===== config.mk =====
export PLATFORM = sky130hd
export DESIGN_NAME = rr_hold_arbiter_flat
export DESIGN_NICKNAME = d
export VERILOG_FILES = /design/src/rtl/rr_hold_arbiter_if.sv /design/src/rtl/rr_hold_arbiter.sv /design/src/flat_wrapper.sv
export SDC_FILE = /design/constraint.sdc
export NUM_CORES = 1
export LEC_CHECK = 0
export CORE_MARGIN = 10
export CORE_UTILIZATION = 47
export CTS_BUF_LIST = sky130_fd_sc_hd__clkbuf_8
export DETAILED_ROUTE_END_ITERATION = 6
export PLACE_DENSITY = 0.76
export RECOVER_POWER = 50
export SLEW_MARGIN = 20
export SYNTH_ARGS = -nofsm -noshare
export SYNTH_HDL_FRONTEND = slang
export SYNTH_SLANG_ARGS = --single-unit

===== constraint.sdc =====
create_clock -name clk -period 2 [get_ports clk]
set_clock_uncertainty 0.2 [all_clocks]
set_input_delay 0.4 -clock clk [delete_from_list [all_inputs] [get_ports clk]]
set_output_delay 0.4 -clock clk [all_outputs]
set_load 0.01 [all_outputs]

===== src/rtl/rr_hold_arbiter_if.sv =====
// Request/grant bundle between requester blocks and the round-robin hold arbiter.
// master = requester side, slave = arbiter side.
interface rr_hold_arbiter_if #(
    parameter  int unsigned NUM_REQ = 3,
    localparam int unsigned CODE_W  = $clog2(NUM_REQ + 1)
);
    logic [NUM_REQ-1:0] req;
    logic [NUM_REQ-1:0] gnt;
    logic [CODE_W-1:0]  gnt_code;
    logic               busy;
    logic               expire;

    modport master (output req, input gnt, input gnt_code, input busy, input expire);
    modport slave  (input req, output gnt, output gnt_code, output busy, output expire);
endinterface


===== src/rtl/rr_hold_arbiter.sv =====
// Round-robin arbiter with registered one-hot grants held while requested, capped at MAX_HOLD
// cycles per tenure; the rotation pointer always sits one past the current/last owner.
module rr_hold_arbiter #(
    parameter  int unsigned NUM_REQ  = 3,
    parameter  int unsigned MAX_HOLD = 4,
    localparam int unsigned CODE_W   = $clog2(NUM_REQ + 1),
    localparam int unsigned CNT_W    = $clog2(MAX_HOLD + 1),
    localparam int unsigned PTR_W    = $clog2(NUM_REQ)
) (
    input logic               clk,
    input logic               rst,
    rr_hold_arbiter_if.slave  bus
);

    typedef enum logic [0:0] {StIdle, StBusy} state_e;

    state_e             r_state;
    logic [PTR_W-1:0]   r_owner;
    logic [PTR_W-1:0]   r_ptr;
    logic [CNT_W-1:0]   r_cnt;
    logic               r_expire;

    state_e             w_state_d;
    logic [PTR_W-1:0]   w_owner_d;
    logic [PTR_W-1:0]   w_ptr_d;
    logic [CNT_W-1:0]   w_cnt_d;
    logic               w_expire_d;
    logic               w_take;

    logic               w_found;
    logic [PTR_W-1:0]   w_win;
    logic [PTR_W-1:0]   w_win_next;
    int                 w_idx;
    logic [NUM_REQ-1:0] w_gnt;

    // Scan req from r_ptr upward, wrapping; first set bit wins.
    always_comb begin
        w_found = 1'b0;
        w_win   = '0;
        w_idx   = 0;
        for (int k = 0; k < int'(NUM_REQ); k++) begin
            w_idx = (int'(r_ptr) + k) % int'(NUM_REQ);
            if (!w_found && bus.req[w_idx]) begin
                w_found = 1'b1;
                w_win   = PTR_W'(w_idx);
            end
        end
    end

    assign w_win_next = (w_win == PTR_W'(NUM_REQ - 1)) ? '0 : w_win + 1'b1;

    always_comb begin
        w_state_d  = r_state;
        w_owner_d  = r_owner;
        w_ptr_d    = r_ptr;
        w_cnt_d    = r_cnt;
        w_expire_d = 1'b0;
        w_take     = 1'b0;
        unique case (r_state)
            StIdle: begin
                w_take = w_found;
            end
            StBusy: begin
                if (bus.req[r_owner] && (r_cnt < CNT_W'(MAX_HOLD))) begin
                    w_cnt_d = r_cnt + 1'b1;
                end else begin
                    // Owner still requesting here means the tenure hit the hold limit.
                    w_expire_d = bus.req[r_owner];
                    w_take     = w_found;
                    if (!w_found) begin
                        w_state_d = StIdle;
                        w_cnt_d   = '0;
                    end
                end
            end
            default: w_state_d = StIdle;
        endcase
        if (w_take) begin
            w_state_d = StBusy;
            w_owner_d = w_win;
            w_ptr_d   = w_win_next;
            w_cnt_d   = CNT_W'(1);
        end
    end

    always_ff @(posedge clk) begin
        if (rst) begin
            r_state  <= StIdle;
            r_owner  <= '0;
            r_ptr    <= '0;
            r_cnt    <= '0;
            r_expire <= 1'b0;
        end else begin
            r_state  <= w_state_d;
            r_owner  <= w_owner_d;
            r_ptr    <= w_ptr_d;
            r_cnt    <= w_cnt_d;
            r_expire <= w_expire_d;
        end
    end

    always_comb begin
        w_gnt = '0;
        if (r_state == StBusy) begin
            w_gnt[r_owner] = 1'b1;
        end
    end

    assign bus.gnt      = w_gnt;
    assign bus.busy     = (r_state == StBusy);
    assign bus.gnt_code = (r_state == StBusy) ? (CODE_W'(r_owner) + CODE_W'(1)) : '0;
    assign bus.expire   = r_expire;

endmodule


===== src/flat_wrapper.sv =====
// flat-port wrapper written by rule: the top's interface ports become plain ports
module rr_hold_arbiter_flat 
#(
    parameter  int unsigned NUM_REQ  = 3,
    parameter  int unsigned MAX_HOLD = 4,
    localparam int unsigned CODE_W   = $clog2(NUM_REQ + 1),
    localparam int unsigned CNT_W    = $clog2(MAX_HOLD + 1),
    localparam int unsigned PTR_W    = $clog2(NUM_REQ)
)
  (clk, rst, bus_req, bus_gnt, bus_gnt_code, bus_busy, bus_expire);
  rr_hold_arbiter_if #(.NUM_REQ(NUM_REQ)) bus_i ();
  input logic clk;
  input logic rst;
  input wire logic [$bits(bus_i.req)-1:0] bus_req;
  output wire logic [$bits(bus_i.gnt)-1:0] bus_gnt;
  output wire logic [$bits(bus_i.gnt_code)-1:0] bus_gnt_code;
  output wire logic [$bits(bus_i.busy)-1:0] bus_busy;
  output wire logic [$bits(bus_i.expire)-1:0] bus_expire;
  assign bus_i.req = bus_req;
  assign bus_gnt = bus_i.gnt;
  assign bus_gnt_code = bus_i.gnt_code;
  assign bus_busy = bus_i.busy;
  assign bus_expire = bus_i.expire;
  rr_hold_arbiter #(.NUM_REQ(NUM_REQ), .MAX_HOLD(MAX_HOLD)) u_core (.clk(clk), .rst(rst), .bus(bus_i));
endmodule

== Word-level counts from Yosys, hierarchy flattened ==
Cells that the tools add are included.
Cells by class
  $lt $le $gt $ge: 6
  div/mod/pow operators: 3
  add/sub/neg operators: 5
  equal/unequal tests: 3
  mux-type cells: 32
  reductions and logical operators: 11
  bitwise logic cells: 1
Operator list (count)
  32-bit by 4-bit < comparator with 1-bit output, second input constant: 3
  32-bit by 3-bit modulo with 32-bit output, second input constant: 2
  3-bit by 3-bit modulo with 32-bit output, second input constant: 1
  1-bit two-way mux: 18
  2-bit two-way mux: 5
  3-bit two-way mux: 3
  1-bit binary-select mux with 2-bit select: 4
  2-bit by 1-bit adder with 2-bit output, second input constant: 2
  1-bit logical AND: 4
  2-bit AND reduction: 2
  2-bit by 1-bit adder with 3-bit output, second input constant: 1
  2-bit by 2-bit adder with 3-bit output, second input constant: 1
  3-bit by 1-bit adder with 3-bit output, second input constant: 1
  2-bit by 3-bit < comparator with 1-bit output, second input constant: 1
  3-bit < comparator, second input constant: 1
  3-bit by 2-bit inequality test with 1-bit output, second input constant: 1
  3-bit OR reduction: 1
  1-bit demux with 2-bit select: 1
  2-bit == test, second input constant: 1
  2-bit by 1-bit greater-or-equal comparator with 1-bit output, second input constant: 1
  1-bit logical NOT: 2
  2-bit inequality test, second input constant: 1
  1-bit one-hot mux with 2 select lines: 1
  2-bit nonzero test: 1
  other kinds (2): 2
Word-level totals
  logic and storage cells: 67
  bits of input ports: 5
  output and inout port bits: 7
  register bits: 9

== Longest topological paths before layout ==
Gate-level depths: netlist of run 1.
  word-level depth: 15
  mapped depth: 7
  depth with buffers taken out: 7

== Worst setup path after synthesis of run 1 ==
Ideal clock, no wire load.
  kind: register to register
  start point: reg u_core.r_ptr[0]
  end point: reg u_core.r_ptr[1]
  stages on the path, launching flop included: 8
  path slack: -3 ps
  arrival: 1682 ps
  data required time: 1679 ps
  cells stage by stage: dfxtp_1 > inv_1 > ha_1 > nand3b_1 > o21ai_1 > or4b_1 > nand3_2 > o22ai_1
Between the ends
  word-level cells in the longest chain between the ends: 13
  elaborated cells on any way between the ends: 29
  classes of those cells: 3 x add/sub; 3 x div; 1 x eq/ne; 18 x mux; 4 x reduce/logical
RTL lines
  start, declared: RTL line rr_hold_arbiter.sv:19  | logic [PTR_W-1:0] r_ptr;
  start signal, assigned: RTL line rr_hold_arbiter.sv:96  | r_ptr <= w_ptr_d;
  branches (longest 13 deep; another with 32-bit by 3-bit modulo with 32-bit output)
Several ways; the timed one is not identified. The select of a mux whose other input is x is not followed.
A chain may end at the register's enable or synchronous reset.

== Worst setup path in the final report of run 1 ==
  start point: reg u_core.r_ptr[1]
  end point: reg u_core.r_owner[0]
Between the ends
  word-level cells in the longest chain between the ends: 13
  elaborated cells on any way between the ends: 26
  classes of those cells: 2 x add/sub; 3 x div; 17 x mux; 4 x reduce/logical
RTL lines
  branches (longest 13 deep; another with 32-bit by 3-bit modulo with 32-bit output)
  end signal, assigned: RTL line rr_hold_arbiter.sv:95  | r_owner <= w_owner_d;
  end, declared: RTL line rr_hold_arbiter.sv:18  | logic [PTR_W-1:0] r_owner;
Several ways; the timed one is not identified. The select of a mux whose other input is x is not followed.

==> metrics.md, run 1 <==
| Metric | Value |
|---|---|
| Status | `finished with violations` |
| Violated checks | `negative setup slack` |
| Met3 Usage GRT | `4.87%` |
| Final nets | `about 120` |
| H-tree levels | `1` |
| Global route hottest layer | `met2` |
| Maximum fanout along the worst path | `6` |
| Diode count | `0` |
| P_leak | `0.441 nW` |
| Synthesized flop and latch total | `9` |
| Fin. Hold Viols | `0` |
| RSZ-0062 raised after global routing | `true` |
| Ports | `12` |
| Final antenna-violating net count | `0` |
| Psw | `0.641 mW` |
| Clock group share of total power | `12.6%` |
| TritonCTS buffer count | `3` |
| Vias in the first global route | `between 500 and 600` |
| Grt ovf | `0` |
| Post-route minimum period | `2010 ps` |
| Headroom to the max-slew limit | `79.2%` |
| Total negative slack | `-22.7 ps` |
| Place WS | `-286 ps` |
| Clk sink count | `9` |
| GPL Wtd Cong | `0.835` |
| Via Count | `643` |
| Worst R2R Setup Slack | `-10 ps` |
| Die ar. | `0.00329 sq mm` |
| GR Util met1 | `10.8%` |
| Hold depth | `2` |
| Reg2Reg Depth | `7` |
| Cells after Synth | `75` |
| Syn avg cell area | `slightly below 9 sq um` |
| Hold_sp | `u_core.r_cnt[1]$_SDFFE_PP0P_` |
| Post-synthesis mux area share | `under 10%` |
| Iteration-0 DRC Markers | `22` |
| Simple-gate area share of the yosys netlist | `29.8%` |
| Library cells used by synthesis | `29` |
| Initial antenna violation count | `0` |
| Synth Area in Adders | `15.3%` |
| Final Instance Count excl. Fillers | `roughly 120` |
| CTS tree | `done` |
| Internal Pwr Total | `0.914 mW` |
| Mapped Nets | `88` |
| RR Endpoint | `u_core.r_owner[0]$_SDFFE_PP0P_` |
| Hold-fix buffers at CTS | `0` |
| Port Buffers | `11` |
| Remaining routing DRC violations | `0` |
| Root cell of the clock tree | `clkbuf_8` |
| First-pass GRT wire length | `2440 microns` |
| Post-Synth XOR/XNOR Area | `0%` |
| Layout cells sized above 1 | `35.6%` |
| Worst EP arrival | `1920 ps` |
| Fin crit share | `101%` |
| Grt met2 use | `13.5%` |
| First drt pass iteration count | `4` |
| Part of the power in registers | `a little under a fifth` |
| Worst setup SP type | `flip-flop` |
| Largest family of logic cells by synthesized area | `simple AND/OR/NAND/NOR gates` |
| Die height | `57.4 microns` |
| Largest net degree at the start of global routing | `9` |
| Min-Delay Path Class | `reg2reg` |
| Initial core utilization | `50.4%` |
| HPWL Detailed | `1150 microns` |
| Worst skew pair latency | `220 ps` |
| Worst path required time | `~1900 ps` |
| Core Footprint | `~0.0013 sq mm` |
| Setup crit end kind | `flip-flop` |
| Peak supply drop | `~1.1 mV` |
| Netlist Area Pre-Place | `656 sq um` |
| DP Cell Count | `109` |
| Vias per cell | `5.54` |
| Pins Over Slew Limit | `0` |
| Final worst setup slack | `-12.7 ps` |
| WL/cell | `around 15 microns` |
| CTS Buffer Depth | `2` |
| Worst Hold Endpoint | `u_core.r_cnt[1]$_SDFFE_PP0P_` |
| Synth Area in Compound Gates | `15.8%` |
| Max_cap viols | `0` |
| CP Class | `reg2reg` |
| Total global-route track usage | `8.80%` |
| Combinational power share | `~69%` |
| Pwr dens | `between 1500 and 2000 mW/mm^2` |
| Die W | `57.4 microns` |
| Final wirelength | `1700 microns` |
| Site Rows | `13` |
| Clock transition at the registers of the reported paths | `40 ps` |
| FMAX | `497 MHz` |
| Worst flop-to-flop path startpoint | `u_core.r_ptr[1]$_SDFFE_PP0P_` |
| Yosys warning count | `0` |
| # setup viols final | `2` |
| Switch share | `41.2%` |
| P&R area growth vs syn | `54.8%` |
| Worst-Margin Slew | `310 ps` |
| Seq/Total Area, Yosys | `27.5%` |
[placed cells by master, fill, tap and decap left out, drive strengths merged, types with 2 or more instances in the layout]
cell type	instances
a32oi	2
o21ai	5
dlygate4sd2	6
inv	7
mux2i	5
and2	4
clkbuf	4
buf	11
nand3b	4
dfxtp	9
nor2	7
nand2	5
dlygate4sd3	3
or3	2
nor3	2
o22ai	4
ha	8
[power groups by stage]
| stage | clock [mW] | combinational, mW | sequential (mW) |
|---|---|---|---|
| 3_3_place_gp | 0 | 0.845 | 0.270 |
| 4_1_cts | 0.199 | 0.883 | 0.272 |
| 2_1_floorplan | 0 | 0.563 | 0.283 |
| 6_report | 0.197 | 1.07 | 0.290 |
| 5_1_grt | 0.212 | 1.16 | 0.296 |
| 3_5_place_dp | 0 | 0.861 | 0.271 |
[worst max-delay path, stage by stage, from the launching register on]
cell and delay, ps:
dfxtp_2 330, buf_6 110, ha_4 170, mux2i_1 270
o21ai_2 120, or3_2 500, nand3_4 120, o22ai_1 70
[layer usage]
metal | vias to the layer above | part of all wire [%]
li1 | 326 | -
met5 | - | 0
met2 | 23 | 49
met3 | 2 | 7.1
met1 | 292 | 43
met4 | 0 | 1.4
[cell families (layout without fill, tap and decap cells)]
family | Yosys count | after routing
buf+inv | 7 | 33
compound gates | 15 | 15
mux | 5 | 5
fa+ha+maj | 8 | 8
simple gates | 31 | 31
flops | 9 | 9
[per-stage QoR]
step,hold WS (ps),util [%],power (mW),instance area [sq um]
6_report,315,78.0,1.55,1010
3_3_place_gp,297,66.2,1.12,861
4_1_cts,323,71.4,1.35,930
5_1_grt,362,78.0,1.67,1010
3_5_place_dp,313,66.2,1.13,861
2_1_floorplan,284,-,0.846,668
[state kept, by name (all words and copies together) (netlist names)]
| register | count |
|---|---|
| u_core.bus.busy | 1 |
| u_core.r_cnt | 3 |
| u_core.r_owner | 2 |
| u_core.bus.expire | 1 |
| u_core.r_ptr | 2 |
[worst max-delay path by stage]
stage / from / to / slack, ps
after floorplan: u_core.r_ptr[1]$_SDFFE_PP0P_ / u_core.r_ptr[1]$_SDFFE_PP0P_ / 30
after CTS: bus_req[2] / u_core.r_ptr[1]$_SDFFE_PP0P_ / 10
final: u_core.r_ptr[1]$_SDFFE_PP0P_ / u_core.r_owner[0]$_SDFFE_PP0P_ / -10
after global placement: bus_req[1] / u_core.r_ptr[0]$_SDFFE_PP0P_ / -280
after detailed placement: bus_req[1] / u_core.r_ptr[0]$_SDFFE_PP0P_ / -290
after global routing: u_core.r_ptr[1]$_SDFFE_PP0P_ / u_core.r_owner[0]$_SDFFE_PP0P_ / -70
[cell type report]
class,count,area [sq um]
timing repair buffer,23,195
sequential,9,186
inverter,6,25.0
clock inverter,1,3.75
clock buffer,3,41.3
tap,15,18.8
multi-input combinational,59,544
fill,93,287
[synth_stat cells (all sizes together)]
| library cell | instances | area [sq um] |
|---|---|---|
| dfxtp | 9 | 180 |
| ha | 8 | 100 |
| nor2 | 7 | 26.3 |
| inv | 6 | 22.5 |
| mux2i | 5 | 50.1 |
| nand2 | 5 | 18.8 |
| o21ai | 5 | 28.8 |
| and2 | 4 | 25.0 |
| nand3b | 4 | 30.0 |
| o22ai | 4 | 25.0 |
| a32oi | 2 | 17.5 |
| nor3 | 2 | 15.0 |
| or3 | 2 | 13.8 |
| a211oi | 1 | 7.51 |
| a21oi | 1 | 5.00 |
| a2bb2oi | 1 | 8.76 |
| a32o | 1 | 11.3 |
| and4 | 1 | 8.76 |
| clkbuf | 1 | 3.75 |
| nand3 | 1 | 10.0 |
| nor2b | 1 | 6.26 |
| nor3b | 1 | 18.8 |
| nor4 | 1 | 6.26 |
| or2 | 1 | 6.26 |
| or4b | 1 | 10.0 |
[repair_timing]
item / CTS / global route
resized for setup: 12 / 18
pin swaps: 0 / 5
setup buffers: 2 / 1
endpoints found under the setup margin: 11 / 8
No activity file was read; power rests on OpenSTA's default activity.
==> inputs of run 2 (changes only) <==
--- a/config.mk
+++ b/config.mk
@@ -5,6 +5,7 @@
 export SDC_FILE = /design/constraint.sdc
 export NUM_CORES = 1
 export LEC_CHECK = 0
+export CAP_MARGIN = 10
 export CORE_MARGIN = 10
 export CORE_UTILIZATION = 47
 export CTS_BUF_LIST = sky130_fd_sc_hd__clkbuf_8
==> results of run 2 <==
The final DEF is identical to that of run 1; final timing and power are the same.
==> inputs of run 3 (changes only) <==
--- a/config.mk
+++ b/config.mk
@@ -12,6 +12,7 @@
 export DETAILED_ROUTE_END_ITERATION = 6
 export PLACE_DENSITY = 0.76
 export RECOVER_POWER = 50
+export REMOVE_ABC_BUFFERS = 1
 export SLEW_MARGIN = 20
 export SYNTH_ARGS = -nofsm -noshare
 export SYNTH_HDL_FRONTEND = slang
==> metrics.md, run 3 (synthesis results as in run 1) <==
| Metric | Value |
|---|---|
| Die ar. | `0.00329 sq mm (unchanged)` |
| Part of the power in registers | `19.4% (was 18.7%)` |
| Initial core utilization | `50.4% (unchanged)` |
| Fin crit share | `101% (about the same)` |
| Worst path required time | `1900 ps (about the same)` |
| Final Instance Count excl. Fillers | `114 (was 116)` |
| Via Count | `678 (was 643)` |
| WL/cell | `15.8 microns (was 14.7 microns)` |
| Ports | `12 (unchanged)` |
| Diode count | `0 (unchanged)` |
| Pins Over Slew Limit | `0 (unchanged)` |
| RR Endpoint | `u_core.r_ptr[1]$_SDFFE_PP0P_ (was u_core.r_owner[0]$_SDFFE_PP0P_)` |
| Final nets | `113 (was 115)` |
| Root cell of the clock tree | `clkbuf_8 (unchanged)` |
| Clock transition at the registers of the reported paths | `40 ps (about the same)` |
| Iteration-0 DRC Markers | `18 (was 22)` |
| CTS tree | `done (unchanged)` |
| Switch share | `42.1% (was 41.2%)` |
| DP Cell Count | `108 (was 109)` |
| Max_cap viols | `0 (unchanged)` |
| CP Launch Point | `u_core.r_ptr[0]$_SDFFE_PP0P_ (was u_core.r_ptr[1]$_SDFFE_PP0P_)` |
| H-tree levels | `1 (unchanged)` |
| P&R area growth vs syn | `54.4% (was 54.8%)` |
| Violated checks | `negative setup slack (unchanged)` |
| Top reg by flops | `u_core.r_cnt (unchanged)` |
| Place WS | `-321 ps (was -286 ps)` |
| Vias per cell | `5.95 (was 5.54)` |
| Initial antenna violation count | `0 (unchanged)` |
| Site Rows | `13 (unchanged)` |
| Worst R2R Setup Slack | `-10 ps (about the same)` |
| First-pass GRT wire length | `3200 microns (was 2440 microns)` |
| Status | `finished with violations (unchanged)` |
| TritonCTS buffer count | `3 (unchanged)` |
| Max FFs per register | `3 (unchanged)` |
| Peak supply drop | `0.978 mV (was 1.05 mV)` |
| Fin. Hold Viols | `0 (unchanged)` |
| Final worst setup slack | `-13.6 ps (was -12.7 ps)` |
| Grt ovf | `0 (unchanged)` |
| Psw | `0.667 mW (was 0.641 mW)` |
| CTS Buffer Depth | `2 (unchanged)` |
| Die height | `57.4 microns (unchanged)` |
| Layout cells sized above 1 | `36.4% (was 35.6%)` |
| Port Buffers | `11 (unchanged)` |
| Largest registers | `u_core.r_cnt: 3 flops, u_core.r_owner: 2 flops, u_core.r_ptr: 2 flops (unchanged)` |
| RSZ-0062 raised after global routing | `true (unchanged)` |
| Setup crit end kind | `flip-flop (unchanged)` |
| GPL Wtd Cong | `0.866 (was 0.835)` |
| Reg2Reg Depth | `7 (unchanged)` |
| HPWL Detailed | `1230 microns (was 1150 microns)` |
| Commonest non-fill, non-tap cell in the layout | `buf_4 (unchanged)` |
| Largest net degree at the start of global routing | `9 (unchanged)` |
| Clock group share of total power | `12.7% (was 12.6%)` |
| CP max stage cell | `or4b_4 (was or3_2)` |
| Final antenna-violating net count | `0 (unchanged)` |
| Remaining routing DRC violations | `0 (unchanged)` |
| Worst skew pair latency | `230 ps (was 220 ps)` |
| Maximum fanout along the worst path | `6 (unchanged)` |
| Post-route minimum period | `2010 ps (about the same)` |
| Vias in the first global route | `667 (was 535)` |
| Worst flop-to-flop path startpoint | `u_core.r_ptr[0]$_SDFFE_PP0P_ (was u_core.r_ptr[1]$_SDFFE_PP0P_)` |
| P_leak | `0.434 nW (was 0.441 nW)` |
| Combinational power share | `67.9% (was 68.7%)` |
| Core Footprint | `0.00130 sq mm (unchanged)` |
| Crit-path cells | `inv_4 -> ha_4 -> nand3b_1 -> o21ai_2 -> or4b_4 -> nand3_4 -> o22ai_2 (was buf_6 -> ha_4 -> mux2i_1 -> o21ai_2 -> or3_2 -> nand3_4 -> o22ai_1)` |
| Worst-Margin Slew | `356 ps (was 310 ps)` |
| Worst setup SP type | `flip-flop (unchanged)` |
| Min-Delay Path Class | `reg2reg (unchanged)` |
| Pwr dens | `1570 mW/mm^2 (was 1530 mW/mm^2)` |
| # fillers | `90 (was 93)` |
| FMAX | `497 MHz (about the same)` |
| Total global-route track usage | `11.8% (was 8.80%)` |
| Die W | `57.4 microns (unchanged)` |
| CP endpoint | `u_core.r_ptr[1]$_SDFFE_PP0P_ (was u_core.r_owner[0]$_SDFFE_PP0P_)` |
| Largest stage delay on the critical path | `510 ps (was 500 ps)` |
| # setup viols final | `2 (unchanged)` |
| Internal Pwr Total | `0.918 mW (was 0.914 mW)` |
| Clk sink count | `9 (unchanged)` |
| Final wirelength | `1800 microns (was 1700 microns)` |
| Hold Slack | `333 ps (was 315 ps)` |
| Worst EP arrival | `1920 ps (about the same)` |
| Headroom to the max-slew limit | `76.1% (was 79.2%)` |
| CP Class | `reg2reg (unchanged)` |
| First drt pass iteration count | `4 (unchanged)` |
| Commonest cells after routing, fill and taps aside | `10 x buf_4, 7 x nor2_1, 7 x dlygate4sd2_1 (was 10 x buf_4, 7 x nor2_1, 6 x dlygate4sd2_1, 6 x dfxtp_1)` |
-- run 3: repair_timing --
item	in CTS	in global routing
pin swaps	2	1
hold buffers	0	0
gates resized for setup	32	2
setup endpoints to repair	13	8
setup buffers	3	0
-- run 3: layout make-up --
class                           instances  area, sq um  area share (%)
Clock buffer                            3         41.3            4.08
Inverter                                6         27.5            2.72
Sequential cell                         9          189            18.7
Tap cell                               15         18.8            1.85
Clock inverter                          1         3.75           0.371
Timing Repair Buffer                   21          179            17.7
Multi-Input combinational cell         59          553            54.6
-- run 3: worst min-delay path by stage --
stage,from,end,slack [ps],depth (start not counted)
6_report,u_core.r_cnt[1]$_SDFFE_PP0P_,u_core.r_cnt[1]$_SDFFE_PP0P_,330,2
5_1_grt,u_core.r_owner[1]$_SDFFE_PP0P_,u_core.r_owner[1]$_SDFFE_PP0P_,370,2
4_1_cts,u_core.r_cnt[1]$_SDFFE_PP0P_,u_core.r_cnt[1]$_SDFFE_PP0P_,320,2
3_5_place_dp,u_core.r_ptr[1]$_SDFFE_PP0P_,u_core.r_ptr[1]$_SDFFE_PP0P_,310,2
3_3_place_gp,u_core.r_ptr[1]$_SDFFE_PP0P_,u_core.r_ptr[1]$_SDFFE_PP0P_,300,2
2_1_floorplan,rst,u_core.r_cnt[0]$_SDFFE_PP0P_,270,1
-- run 3: critical path: cells and delay by family (launching register included) --
kind            cells  cell delay, ps
compound gates      2             200
simple gates        3             740
buf+inv             1              60
flops               1             390
fa+ha+maj           1             300
-- run 3: power by group through the flow --
| stage | Sequential (mW) | Clock, mW | Combinational [mW] |
|---|---|---|---|
| 6_report | 0.308 | 0.201 | 1.08 |
| 5_1_grt | 0.317 | 0.216 | 1.16 |
| 4_1_cts | 0.308 | 0.206 | 1.02 |
| 3_5_place_dp | 0.277 | 0 | 0.838 |
| 3_3_place_gp | 0.275 | 0 | 0.817 |
| 2_1_floorplan | 0.280 | 0 | 0.534 |
-- run 3: per-stage QoR --
stage | power (mW) | utilization (%) | area (sq um) | TNS (ps)
floorplan | 0.813 | - | 652 | -2.77
global placement | 1.09 | 64.6 | 841 | -1670
detailed placement | 1.12 | 64.6 | 841 | -2110
CTS | 1.53 | 77.1 | 1000 | 0
global route | 1.69 | 77.8 | 1010 | -470
finish | 1.59 | 77.8 | 1010 | -13.8
-- run 3: metal layers --
layer / routed length (microns) / GRT usage (%) / up-vias
li1: - / - / 321
met1: 790 / 14.5 / 336
met2: 887 / 19.0 / 19
met3: 110 / 4.20 / 2
met4: 8 / 3.02 / 0
met5: 0 / 0 / -
